===== src/rtl/id_ex_stage_pkg.sv =====
// Shared constants for the ID/EX stage and the downstream 4-bit-select ALU:
// ALU select codes, ALUOp encodings, R-type funct codes and the select decoder.
package id_ex_stage_pkg;

    // ALU select codes (the ALU decodes these same constants)
    localparam logic [3:0] SEL_AND = 4'b0000;
    localparam logic [3:0] SEL_OR  = 4'b0001;
    localparam logic [3:0] SEL_ADD = 4'b0010;
    localparam logic [3:0] SEL_SUB = 4'b0110;
    localparam logic [3:0] SEL_SLT = 4'b0111;
    localparam logic [3:0] SEL_NOR = 4'b1100;
    localparam logic [3:0] SEL_BAD = 4'b1111;

    // ALUOp encodings produced by the main decoder
    localparam logic [1:0] ALUOP_ADD   = 2'b00;
    localparam logic [1:0] ALUOP_SUB   = 2'b01;
    localparam logic [1:0] ALUOP_RTYPE = 2'b10;
    localparam logic [1:0] ALUOP_AND   = 2'b11;

    // R-type funct codes understood by the ALU
    localparam logic [5:0] FUNCT_ADD = 6'b100000;
    localparam logic [5:0] FUNCT_SUB = 6'b100010;
    localparam logic [5:0] FUNCT_AND = 6'b100100;
    localparam logic [5:0] FUNCT_OR  = 6'b100101;
    localparam logic [5:0] FUNCT_NOR = 6'b100111;
    localparam logic [5:0] FUNCT_SLT = 6'b101010;

    typedef struct packed {
        logic [3:0] sel;
        logic       illegal;
    } alu_ctl_t;

    // Translate ALUOp/funct into the ALU select; unknown R-type functs map to
    // SEL_BAD (ALU outputs 0) and raise the illegal flag.
    function automatic alu_ctl_t alu_decode(input logic [1:0] op, input logic [5:0] funct);
        alu_ctl_t c;
        c.sel     = SEL_ADD;
        c.illegal = 1'b0;
        case (op)
            ALUOP_ADD: c.sel = SEL_ADD;
            ALUOP_SUB: c.sel = SEL_SUB;
            ALUOP_AND: c.sel = SEL_AND;
            default: begin
                case (funct)
                    FUNCT_ADD: c.sel = SEL_ADD;
                    FUNCT_SUB: c.sel = SEL_SUB;
                    FUNCT_AND: c.sel = SEL_AND;
                    FUNCT_OR:  c.sel = SEL_OR;
                    FUNCT_NOR: c.sel = SEL_NOR;
                    FUNCT_SLT: c.sel = SEL_SLT;
                    default: begin
                        c.sel     = SEL_BAD;
                        c.illegal = 1'b1;
                    end
                endcase
            end
        endcase
        return c;
    endfunction

endpackage


===== src/rtl/id_ex_stage_fwd_mux.sv =====
// Operand forwarding mux for one EX source operand.
// With FORWARDING_EN defined, EX/MEM beats MEM/WB beats the registered value,
// and register 0 is never forwarded. Without it, the registered value passes
// straight through and the forwarding inputs are ignored.
module fwd_mux
    import id_ex_stage_pkg::*;
#(
    parameter int DW = 32,
    parameter int RW = 5
) (
    input  logic [RW-1:0] src,
    input  logic [DW-1:0] reg_val,
    input  logic          exmem_we,
    input  logic [RW-1:0] exmem_rd,
    input  logic [DW-1:0] exmem_val,
    input  logic          memwb_we,
    input  logic [RW-1:0] memwb_rd,
    input  logic [DW-1:0] memwb_val,
    output logic [DW-1:0] val
);

`ifdef FORWARDING_EN
    logic src_nz;
    assign src_nz = (src != '0);

    // Priority select: the younger EX/MEM result shadows the older MEM/WB one
    always_comb begin
        val = reg_val;
        if (exmem_we && (exmem_rd == src) && src_nz)
            val = exmem_val;
        else if (memwb_we && (memwb_rd == src) && src_nz)
            val = memwb_val;
    end
`else
    logic unused_fwd;
    assign unused_fwd = ^{src, exmem_we, exmem_rd, exmem_val, memwb_we, memwb_rd, memwb_val};

    // No forwarding: the registered operand is used as-is
    always_comb begin
        val = reg_val;
    end
`endif

endmodule


===== src/rtl/id_ex_stage.sv =====
// ID/EX pipeline stage feeding the 4-bit-select ALU.
// Registers decoded operands/control, extends the immediate, decodes the ALU
// select, and presents ALU operands to EX one cycle later. Supports stall
// (hold) and flush (bubble). Optional operand forwarding under FORWARDING_EN.
module id_ex_stage
    import id_ex_stage_pkg::*;
#(
    parameter int DW = 32,
    parameter int RW = 5
) (
    input  logic          clk,
    input  logic          rst,
    input  logic          stall,
    input  logic          flush,
    input  logic          id_valid,
    input  logic [DW-1:0] id_rs_val,
    input  logic [DW-1:0] id_rt_val,
    input  logic [RW-1:0] id_rs,
    input  logic [RW-1:0] id_rt,
    input  logic [RW-1:0] id_rd,
    input  logic [15:0]   id_imm,
    input  logic          id_ext_zero,
    input  logic [1:0]    id_alu_op,
    input  logic [5:0]    id_funct,
    input  logic          id_alu_src,
    input  logic          id_reg_dst,
    input  logic          id_reg_write,
    input  logic          id_mem_read,
    input  logic          id_mem_write,
    input  logic          id_mem_to_reg,
    input  logic          id_branch,
    input  logic          fwd_exmem_we,
    input  logic          fwd_memwb_we,
    input  logic [RW-1:0] fwd_exmem_rd,
    input  logic [RW-1:0] fwd_memwb_rd,
    input  logic [DW-1:0] fwd_exmem_val,
    input  logic [DW-1:0] fwd_memwb_val,
    output logic          ex_valid,
    output logic [DW-1:0] ex_a,
    output logic [DW-1:0] ex_b,
    output logic [3:0]    ex_sel,
    output logic [DW-1:0] ex_store_data,
    output logic [RW-1:0] ex_dest,
    output logic          ex_reg_write,
    output logic          ex_mem_read,
    output logic          ex_mem_write,
    output logic          ex_mem_to_reg,
    output logic          ex_branch,
    output logic          ex_illegal
);

    // Zero- or sign-extend the 16-bit immediate to the datapath width
    function automatic logic [DW-1:0] extend_imm(input logic [15:0] imm, input logic zero);
        logic signed [15:0] simm;
        simm = imm;
        if (zero)
            return {{(DW-16){1'b0}}, imm};
        else
            return {{(DW-16){simm[15]}}, simm};
    endfunction

    alu_ctl_t      dec_p0;
    logic [DW-1:0] imm_p0;
    logic [RW-1:0] dest_p0;

    assign dec_p0  = alu_decode(id_alu_op, id_funct);
    assign imm_p0  = extend_imm(id_imm, id_ext_zero);
    assign dest_p0 = id_reg_dst ? id_rd : id_rt;

    // ---- ID / EX register boundary ----
    logic          vld_p1;
    logic [DW-1:0] rs_val_p1;
    logic [DW-1:0] rt_val_p1;
    logic [RW-1:0] rs_p1;
    logic [RW-1:0] rt_p1;
    logic [RW-1:0] dest_p1;
    logic [DW-1:0] imm_p1;
    logic [3:0]    sel_p1;
    logic          illegal_p1;
    logic          alu_src_p1;
    logic          reg_write_p1;
    logic          mem_read_p1;
    logic          mem_write_p1;
    logic          mem_to_reg_p1;
    logic          branch_p1;

    // Stage register: reset/flush load a zeroed bubble, stall holds, else capture ID
    always_ff @(posedge clk) begin
        if (rst || flush) begin
            vld_p1        <= 1'b0;
            rs_val_p1     <= '0;
            rt_val_p1     <= '0;
            rs_p1         <= '0;
            rt_p1         <= '0;
            dest_p1       <= '0;
            imm_p1        <= '0;
            sel_p1        <= '0;
            illegal_p1    <= 1'b0;
            alu_src_p1    <= 1'b0;
            reg_write_p1  <= 1'b0;
            mem_read_p1   <= 1'b0;
            mem_write_p1  <= 1'b0;
            mem_to_reg_p1 <= 1'b0;
            branch_p1     <= 1'b0;
        end else if (!stall) begin
            vld_p1        <= id_valid;
            rs_val_p1     <= id_rs_val;
            rt_val_p1     <= id_rt_val;
            rs_p1         <= id_rs;
            rt_p1         <= id_rt;
            dest_p1       <= dest_p0;
            imm_p1        <= imm_p0;
            sel_p1        <= id_valid ? dec_p0.sel : SEL_AND;
            illegal_p1    <= id_valid & dec_p0.illegal;
            alu_src_p1    <= id_valid & id_alu_src;
            reg_write_p1  <= id_valid & id_reg_write;
            mem_read_p1   <= id_valid & id_mem_read;
            mem_write_p1  <= id_valid & id_mem_write;
            mem_to_reg_p1 <= id_valid & id_mem_to_reg;
            branch_p1     <= id_valid & id_branch;
        end
    end

    // ---- EX operand selection (combinational from stage registers) ----
    logic [DW-1:0] rs_f_p1;
    logic [DW-1:0] rt_f_p1;

    fwd_mux #(.DW(DW), .RW(RW)) u_fwd_rs (
        .src       (rs_p1),
        .reg_val   (rs_val_p1),
        .exmem_we  (fwd_exmem_we),
        .exmem_rd  (fwd_exmem_rd),
        .exmem_val (fwd_exmem_val),
        .memwb_we  (fwd_memwb_we),
        .memwb_rd  (fwd_memwb_rd),
        .memwb_val (fwd_memwb_val),
        .val       (rs_f_p1)
    );

    fwd_mux #(.DW(DW), .RW(RW)) u_fwd_rt (
        .src       (rt_p1),
        .reg_val   (rt_val_p1),
        .exmem_we  (fwd_exmem_we),
        .exmem_rd  (fwd_exmem_rd),
        .exmem_val (fwd_exmem_val),
        .memwb_we  (fwd_memwb_we),
        .memwb_rd  (fwd_memwb_rd),
        .memwb_val (fwd_memwb_val),
        .val       (rt_f_p1)
    );

    assign ex_a          = rs_f_p1;
    assign ex_b          = alu_src_p1 ? imm_p1 : rt_f_p1;
    assign ex_store_data = rt_f_p1;
    assign ex_valid      = vld_p1;
    assign ex_sel        = sel_p1;
    assign ex_illegal    = illegal_p1;
    assign ex_dest       = dest_p1;
    assign ex_reg_write  = reg_write_p1;
    assign ex_mem_read   = mem_read_p1;
    assign ex_mem_write  = mem_write_p1;
    assign ex_mem_to_reg = mem_to_reg_p1;
    assign ex_branch     = branch_p1;

endmodule


===== config.mk =====
export PLATFORM = sky130hd
export DESIGN_NAME = id_ex_stage
export DESIGN_NICKNAME = d
export VERILOG_FILES = /design/src/rtl/id_ex_stage_pkg.sv /design/src/rtl/id_ex_stage_fwd_mux.sv /design/src/rtl/id_ex_stage.sv
export SDC_FILE = /design/constraint.sdc
export NUM_CORES = 1
export LEC_CHECK = 0
export CAP_MARGIN = 20
export CORE_AREA = 3 3 118 120
export CTS_CLUSTER_DIAMETER = 40
export DETAILED_ROUTE_END_ITERATION = 10
export DIE_AREA = 0 0 121 123
export PLACE_DENSITY_LB_ADDON = 0.1
export SYNTH_ARGS = -nofsm -noshare
export SYNTH_HDL_FRONTEND = slang
export SYNTH_HIERARCHICAL = 1
export SYNTH_SLANG_ARGS = --single-unit

===== constraint.sdc =====
create_clock -name clk -period 2.5 [get_ports clk]
set_input_delay 0.75 -clock clk [delete_from_list [all_inputs] [get_ports clk]]
set_output_delay 0.75 -clock clk [all_outputs]
set_load 0.005 [all_outputs]

==> flow_summary.yaml, run 1 <==
floorplan:
  core_area_um2: 13100
  start_util: 0.346
  rows: 42
  die_h_um: 123
  die_x_um: 121
  io_pins: 304
  dieArea_um2: 14900
route:
  route.met3.wl_um: 1240
  drcViolationCount: 0
  routed_via_density: 4.42
  highest_layer: "met4"
  routed-wl-met2_um: 5360
  drtAntennaViolNets: 0
  first_pass_iters: 4
  vias: 3503
  met1Wirelength_um: 4990
  drt_wl_total_um: 11700
  drtIter0Drc: 137
  wire_per_inst_um: 14.8
setup_path:
  crit_family: "buffers and inverters"
  start_kind: "register"
  cp-end-kind: "output pin"
  critical_path.max_fanout: 16
  cp_slowest_stage_delay_ns: 0.52
  critPathSlowestCell: "clkdlybuf4s50_1"
  cp.depth: 3
  r2r_end: "alu_src_p1$_SDFFE_PP0N_"
  r2r-start: "alu_src_p1$_SDFFE_PP0N_"
  r2r_cells: 3
  critPathCapture: "ex_b[19]"
  cp-startpoint: "alu_src_p1$_SDFFE_PP0N_"
  required_ns: 1.75
  crit_buf_inv: 2
  critical_path_class: "register to output pin"
  cp.arrival_ns: 1.70
  r2r_slack_ns: 1.45
  cp_cell_sequence: "bufbuf_16 > o21ai_0 > clkdlybuf4s50_1"
cells_and_area:
  ff_latch_area_um2: 1970
  nets: 804
  area_delta_synth_final_pct: 49.9
  drive_gt1_frac: 0.0860
  finish.utilization: 0.518
  reg_top3: "rs_val_p1 (32), rt_val_p1 (32), imm_p1 (17)"
  multi_input_comb_area_um2: 1800
  diodes: 0
  num-fill-cells: 1189
timing:
  final_hold_viol_count: 0
  slew_headroom: 0.662
  worst_slew_pin_slew_ns: 0.507
  finalCritPeriodShare: 0.978
  rsz0062_at_grt: "true"
  max_freq_ghz: 0.409
  setup_violations: 0
  fin_tns_setup_ns: 0
  holdWs_ns: 0.491
  final_max_slew_viol_count: 0
  finClkSkew_ns: 0
  final.min_clock_period_ns: 2.45
outcome:
  status: "finished, final reports clean"
cts:
  post_cts_buffers: 0
  root_buffer: "clkbuf_16"
  cts_inserted_buffers: 9
  clkSinkCount: 98
  insertion_delay_ns: 0.34
  hold_buffers: 0
  clk_pin_slew_ns: 0.06
  htree_levels: 3
  cts_tree: "yes"
  clk_path_buf_depth: 2
grt:
  grt_antenna_before_repair: 0
  grt.total_usage: 0.156
  grt_first_pass_wirelength_um: 18000
  first_global_vias: 3361
  overflow: 0
  grt_max_degree: 39
logic_synthesis:
  syn_area_per_cell_um2: 9.75
  synth_fp_nets: 656
  netlist_instances: 464
  yosys_warnings: 6
  syn-cell-area_um2: 4520
worst_hold_path:
  hp-class: "register to register"
place:
  dpl.hpwl_um: 8420
  gp_congestion: 0.768
  portBuffers: 222
run:
  max_cap_viol_count: 0
pwr:
  power_w: 0.00366
  power.leakage_nw: 3.04
  power.density_nw_per_um2: 540
  peakVddDrop_uv: 268
how the worst min path moves through the flow:
| stage | start | endpoint | depth (start not counted) |
|---|---|---|---|
| final | imm_p1[15]$_SDFFE_PP0N_ | imm_p1[15]$_SDFFE_PP0N_ | 2 |
| after detailed placement | ex_valid$_SDFFE_PP0N_ | ex_valid$_SDFFE_PP0N_ | 2 |
| after floorplan | imm_p1[0]$_SDFFE_PP0N_ | imm_p1[0]$_SDFFE_PP0N_ | 2 |
| after CTS | ex_valid$_SDFFE_PP0N_ | ex_valid$_SDFFE_PP0N_ | 2 |
| after global placement | imm_p1[4]$_SDFFE_PP0N_ | imm_p1[4]$_SDFFE_PP0N_ | 2 |
| after global routing | ex_sel[3]$_SDFFE_PP0N_ | ex_sel[3]$_SDFFE_PP0N_ | 2 |
area by class of cell:
cell class,count,area share
well taps,176,0.0325
clock buffers,11,0.0358
repair buffers,232,0.356
flip-flops and latches,98,0.290
inverters,17,0.00941
multi-input cells,254,0.265
clock inverters,4,0.0113
per-layer routing:
| metal | track usage | vias up |
|---|---|---|
| li1 | - | 1762 |
| met5 | 0 | - |
| met2 | 0.239 | 137 |
| met1 | 0.192 | 1594 |
| met3 | 0.0718 | 10 |
| met4 | 0.0574 | 0 |
repair_timing:
action                                  in CTS  in global routing
cloned                                       1                  0
resized for setup                            6                 22
endpoints found under the setup margin      31                 27
worst register-to-register path, stage by stage (launching register included):
cell and delay, ns:
dfxtp_4 0.38, bufbuf_16 0.29, a22oi_1 0.19, nor2_1 0.06
report_power, final:
part	switching (W)	internal (W)	leakage, nW
clock network	0.000590	0.000901	0.152
logic	0.000184	0.000351	2.09
registers	0.0000286	0.00161	0.799
through the flow:
step           cell area [um^2]  std cells  worst slack (ns)
6_report                   6780        792            0.0543
3_5_place_dp               6380        776             0.236
5_1_grt                    6780        792           -0.0458
2_1_floorplan              4520        464             0.755
3_3_place_gp               6380        776             0.246
4_1_cts                    6730        792           0.00546
placed cells by master (no fill, tap or decap), types with 2 or more instances in the layout:
cell type,n
mux2i_1,86
a22oi_1,6
buf_4,6
bufinv_16,2
buf_12,4
o21ai_1,4
o21ai_0,13
dlygate4sd2_1,3
mux2_2,22
o22ai_1,2
clkdlybuf4s50_1,199
nor2_1,94
clkbuf_16,9
inv_1,17
dfxtp_1,97
nand2_1,3
nor2b_1,2
dlymetal6s2s_1,19
a21oi_1,5
nand2b_1,3
Power figures use the tool's default switching activity.
==> run 2, diff against run 1 <==
--- a/config.mk
+++ b/config.mk
@@ -10,6 +10,7 @@
 export CTS_CLUSTER_DIAMETER = 40
 export DETAILED_ROUTE_END_ITERATION = 10
 export DIE_AREA = 0 0 121 123
+export HOLD_SLACK_MARGIN = 0.05
 export PLACE_DENSITY_LB_ADDON = 0.1
 export SYNTH_ARGS = -nofsm -noshare
 export SYNTH_HDL_FRONTEND = slang
==> results of run 2 <==
The final DEF is identical to that of run 1; final timing and power are the same.
